==> config.mk <==
export PLATFORM = sky130hd
export DESIGN_NAME = db2_3_gen_flat
export DESIGN_NICKNAME = d
export VERILOG_FILES = /design/src/rtl/db2_3_if.sv /design/src/rtl/db2_3_gen.sv /design/src/flat_wrapper.sv
export SDC_FILE = /design/constraint.sdc
export NUM_CORES = 1
export LEC_CHECK = 0
export ABC_AREA = 1
export CAP_MARGIN = 30
export CORE_ASPECT_RATIO = 1.1
export CORE_MARGIN = 2
export CORE_UTILIZATION = 35
export CTS_BUF_LIST = sky130_fd_sc_hd__clkbuf_2
export CTS_CLUSTER_SIZE = 14
export DETAILED_ROUTE_END_ITERATION = 16
export GPL_ROUTABILITY_DRIVEN = 0
export HOLD_SLACK_MARGIN = 0.06
export PLACE_DENSITY = 0.65
export SYNTH_ARGS = -nofsm -noshare
export SYNTH_HDL_FRONTEND = slang
export SYNTH_SLANG_ARGS = --single-unit
==> constraint.sdc <==
create_clock -name clk -period 2.11 [get_ports clk]
set_clock_uncertainty 0.05 [all_clocks]
set_input_delay 0.211 -clock clk [delete_from_list [all_inputs] [get_ports clk]]
set_output_delay 0.211 -clock clk [all_outputs]
set_load 0.1 [all_outputs]
==> src/rtl/db2_3_if.sv <==
// db2_3_if: delta-bias stream and bias-register strobe bundle for db2_3_gen
interface db2_3_if;
    logic        init_req;
    logic        delta_valid;
    logic [15:0] delta2_3;
    logic        delta_ready;
    logic [15:0] db2_3;
    logic        select_initial;
    logic        select_update;
    logic [7:0]  batch_cnt;
    modport master (
        output init_req, delta_valid, delta2_3,
        input  delta_ready, db2_3, select_initial, select_update, batch_cnt
    );
    modport slave (
        input  init_req, delta_valid, delta2_3,
        output delta_ready, db2_3, select_initial, select_update, batch_cnt
    );
endinterface

==> src/rtl/db2_3_gen.sv <==
// db2_3_gen: accumulates a batch of delta2_3 terms and emits the scaled, negated bias step
module db2_3_gen #(
    parameter int BATCH    = 4,
    parameter int LR_SHIFT = 3,
    parameter int ACC_W    = 20
) (
    input  logic     clk,
    input  logic     reset,
    db2_3_if.slave   bus
);
    typedef enum logic [2:0] {IDLE, INIT, ACCUM, SCALE, UPDATE} state_t;
    localparam logic signed [ACC_W:0] MAXV = (ACC_W+1)'(32767);
    localparam logic signed [ACC_W:0] MINV = -(ACC_W+1)'(32768);
    state_t                   state_q, state_d;
    logic signed [ACC_W-1:0]  acc_q, acc_d;
    logic [7:0]               cnt_q, cnt_d;
    logic [15:0]              db_q, db_d, sat;
    logic signed [ACC_W:0]    t;
    logic                     accept, clr;
    assign bus.delta_ready    = state_q == ACCUM && !bus.init_req && !reset;
    assign bus.select_initial = state_q == INIT && !reset;
    assign bus.select_update  = state_q == UPDATE && !bus.init_req && !reset;
    assign bus.db2_3          = db_q;
    assign bus.batch_cnt      = cnt_q;
    assign accept             = bus.delta_valid && bus.delta_ready;
    // one extra bit so negating the floor-shifted sum can never wrap
    assign t   = -($signed({acc_q[ACC_W-1], acc_q}) >>> LR_SHIFT);
    assign sat = t > MAXV ? 16'h7fff : t < MINV ? 16'h8000 : t[15:0];
    always_comb begin
        state_d = state_q;
        case (state_q)
            IDLE:    state_d = IDLE;
            INIT:    state_d = ACCUM;
            ACCUM:   state_d = (accept && cnt_q == 8'(BATCH-1)) ? SCALE : ACCUM;
            SCALE:   state_d = UPDATE;
            UPDATE:  state_d = ACCUM;
            default: state_d = IDLE;
        endcase
        if (bus.init_req && state_q != INIT) state_d = INIT;
    end
    always_comb begin
        clr   = state_d == INIT || state_q == UPDATE;
        acc_d = clr ? '0 : accept ? acc_q + {{(ACC_W-16){bus.delta2_3[15]}}, bus.delta2_3} : acc_q;
        cnt_d = clr ? '0 : accept ? cnt_q + 8'd1 : cnt_q;
        db_d  = (state_q == SCALE && state_d == UPDATE) ? sat : db_q;
    end
    always_ff @(posedge clk) begin
        if (reset) begin
            state_q <= IDLE;
            acc_q   <= '0;
            cnt_q   <= '0;
            db_q    <= '0;
        end else begin
            state_q <= state_d;
            acc_q   <= acc_d;
            cnt_q   <= cnt_d;
            db_q    <= db_d;
        end
    end
endmodule

==> src/flat_wrapper.sv <==
// flat-port wrapper written by rule: the top's interface ports become plain ports
module db2_3_gen_flat 
#(
    parameter int BATCH    = 4,
    parameter int LR_SHIFT = 3,
    parameter int ACC_W    = 20
)
  (clk, reset, bus_init_req, bus_delta_valid, bus_delta2_3, bus_delta_ready, bus_db2_3, bus_select_initial, bus_select_update, bus_batch_cnt);
  db2_3_if bus_i ();
  input  logic clk;
  input  logic reset;
  input wire logic [$bits(bus_i.init_req)-1:0] bus_init_req;
  input wire logic [$bits(bus_i.delta_valid)-1:0] bus_delta_valid;
  input wire logic [$bits(bus_i.delta2_3)-1:0] bus_delta2_3;
  output wire logic [$bits(bus_i.delta_ready)-1:0] bus_delta_ready;
  output wire logic [$bits(bus_i.db2_3)-1:0] bus_db2_3;
  output wire logic [$bits(bus_i.select_initial)-1:0] bus_select_initial;
  output wire logic [$bits(bus_i.select_update)-1:0] bus_select_update;
  output wire logic [$bits(bus_i.batch_cnt)-1:0] bus_batch_cnt;
  assign bus_i.init_req = bus_init_req;
  assign bus_i.delta_valid = bus_delta_valid;
  assign bus_i.delta2_3 = bus_delta2_3;
  assign bus_delta_ready = bus_i.delta_ready;
  assign bus_db2_3 = bus_i.db2_3;
  assign bus_select_initial = bus_i.select_initial;
  assign bus_select_update = bus_i.select_update;
  assign bus_batch_cnt = bus_i.batch_cnt;
  db2_3_gen #(.BATCH(BATCH), .LR_SHIFT(LR_SHIFT), .ACC_W(ACC_W)) u_core (.clk(clk), .reset(reset), .bus(bus_i));
endmodule
==> out/summary.txt <==
DR pass1 iterations = 5
commonest cells in the netlist = 105 x nand2_1, 64 x nor2_1, 63 x inv_1
top-count cell post-synth = nand2_1
Max Transition Viols Final = 0
CTS Root Cell = clkbuf_2
sw frac = 27.50%
Cells after DPL = 746
synth top area cells = dfxtp_1 27%, nand2_1 11%, a21oi_1 8.6%
syn nets = 583
Clock Sinks = 47
critical path class = flop to flop
DR vias = 3853
initial DRC count = 148
internal power = 1374 uW
Setup violations, final = 0
Post-Layout Cell Count = 763
largest area contributor in the netlist = dfxtp_1
fin worst setup slack = 0.07315 ns
fin crit share = 96.53%
full die area = 10770 um^2
clock transition at the registers of the reported paths = 0.27 ns
wire per inst = 13.05 um
Distinct cells, synth = 39
I/O pin total = 47
EDFF count, synth = 0
CTS max path bufs = 2
Flop pwr share = 47.3%
yosys warns = 0
Max Cap Viol = 0
Fill cells = 953
Routed Antenna Nets = 0
DRC viols = 0
Inserted Clock Buffers = 5
Synth Instances = 540
total core area = 9794 um^2
CP Max Fanout = 7
leak pwr = 0.002312 uW
ant diodes = 0
RSZ-0062 raised after global routing = yes
Setup WS pre-CTS = -0.2499 ns
die width = 99.12 um
CTS tree = built
PwrDens = 385.9 nW/um^2
clock network fraction of total power = 32.7%
die height = 108.6 um
Synth Register Bits = 47
final hold violation count = 0
Port Buffers = 46
largest net degree at the start of global routing = 25
fin crit period = 2.037 ns
Nets = 685
sequential area share after synthesis = 27.01%
Yosys top cell area share = 27.01%
outcome = finished clean
Synth Cell Area = 3483 um^2
Remaining Overflow, GRT = 0
Startpoint Class = flop
site row count = 38
# H-tree levels = 2
mean post-synth cell area = 6.451 um^2
fraction of layout cells with a size suffix above 1 = 31.10%
met1 global-route usage = 22.52%
f_max = 491.0 MHz
DP Wirelength = 7799 um
leading register cell type out of synthesis = dfxtp_1
Layout area overhead = 40.98%
CP arrival = 2.36 ns
met2 Usage GRT = 31.85%
first-pass GRT wire length = 15810 um
slew at the pin with the worst max-slew slack = 0.5159 ns
Tot GR Track Use = 17.62%
critical path capture point type = flop
Max VDD drop = 0.3427 mV
vias per cell = 5.050
insertion delay to the later sink of the worst-skew pair = 0.43 ns
Initial Util = 35.56%
final wirelength = 9956 um
Slew HR = 65.57%
gr busiest metal = met2
fraction of registers with async set/reset = 0%
Psw = 521.2 uW
initial antenna violation count = 0
critical path required time = 2.43 ns
utilization after layout = 50.14%
Logic pwr share = 20.0%
HP Class = input pin to flop
vias in the first global route = 3528
met3 usage = 2.179%
-- per-stage QoR --
| stage | hold slack (ns) | total power (uW) | TNS, ns | cell area, um^2 |
|---|---|---|---|---|
| global route | 0.3923 | 1983 | -0.9124 | 4911 |
| detailed placement | 0.4162 | 1256 | -2.491 | 4447 |
| global placement | 0.4075 | 1250 | -1.439 | 4447 |
| finish | 0.4199 | 1895 | 0 | 4911 |
| CTS | 0.4158 | 1875 | 0 | 4544 |
| floorplan | 0.3294 | 1110 | -1.703 | 3517 |
-- final timing paths --
kind / depth (start not counted) / slack [ns] / endpoint / from
worst min register to register: 2 / 0.43 / u_core.acc_q[0] / u_core.acc_q[0]
worst max register to register: 14 / 0.07 / u_core.bus.db2_3[0] / u_core.acc_q[3]
worst min-delay path: 4 / 0.42 / u_core.acc_q[0] / bus_delta_valid
worst max-delay path: 14 / 0.07 / u_core.bus.db2_3[0] / u_core.acc_q[3]
-- flip-flops by register name, indices dropped and copies added (netlist names) --
signal and cells:
u_core.acc_q 20, u_core.state_q 3, u_core.bus.batch_cnt 8, u_core.bus.db2_3 16
-- cell type report --
cell class | instances | area, um^2 | share of cell area (%)
multi-input combinational | 415 | 2507 | 51.06
sequential | 47 | 977.2 | 19.90
timing repair buffer | 107 | 930.9 | 18.96
inverter | 66 | 252.7 | 5.146
tap | 120 | 150.1 | 3.057
clock inverter | 3 | 67.56 | 1.376
clock buffer | 5 | 25.02 | 0.5096
-- logic make-up (layout without fill, tap and decap cells) --
logic type	after synthesis	after routing	synth area share, %
AND/OR/NAND/NOR	240	240	30.32
AO/OA/AOI/OAI	141	141	22.70
buffers and inverters	78	181	8.728
flip-flops	47	47	27.01
adder cells (fa/ha/maj)	23	23	8.477
XOR/XNOR	11	11	2.766
-- power groups by stage --
stage          Clock (uW)  Combinational, uW  Sequential, uW
2_1_floorplan           0                167             944
3_3_place_gp            0                330             920
3_5_place_dp            0                335             921
4_1_cts               634                337             905
5_1_grt               672                413             898
6_report              620                379             896
-- critical path, cell delays in order, from the launching register on --
cell and delay (ns):
dfxtp_4 0.43, inv_4 0.06, ha_4 0.17, nand2_8 0.08, nor2_4 0.14, nand2_2 0.10, buf_4 0.14, nor2_1 0.07
nand2_1 0.06, nand2_2 0.07, a21oi_1 0.04, nand3_1 0.13, nand3_4 0.12, clkbuf_16 0.18, a21oi_1 0.11
-- what timing repair did --
action | in CTS | in global routing
cloned | 0 | 1
gates resized for setup | 4 | 87
pin swaps | 0 | 21
setup endpoints to repair | 16 | 28
hold buffers | 0 | 0
buffers inserted | 0 | 8
-- cells in the final DEF, fill, tap and decap left out, drive strengths merged, types with 5 or more instances in the layout --
cell	n
a21o	5
a21oi	70
a31oi	13
buf	87
clkbuf	6
clkdlybuf4s50	19
dfxtp	47
ha	22
inv	65
nand2	110
nand3	33
nand4	9
nor2	68
nor3	9
o21ai	48
xnor2	6
xor2	5
-- metal layers --
layer / vias up / share of wire (%)
li1: 2015 / -
met1: 1755 / 45
met2: 75 / 51
met3: 8 / 2.9
met4: 0 / 1.0
met5: - / 0
Power figures use the tool's default switching activity.
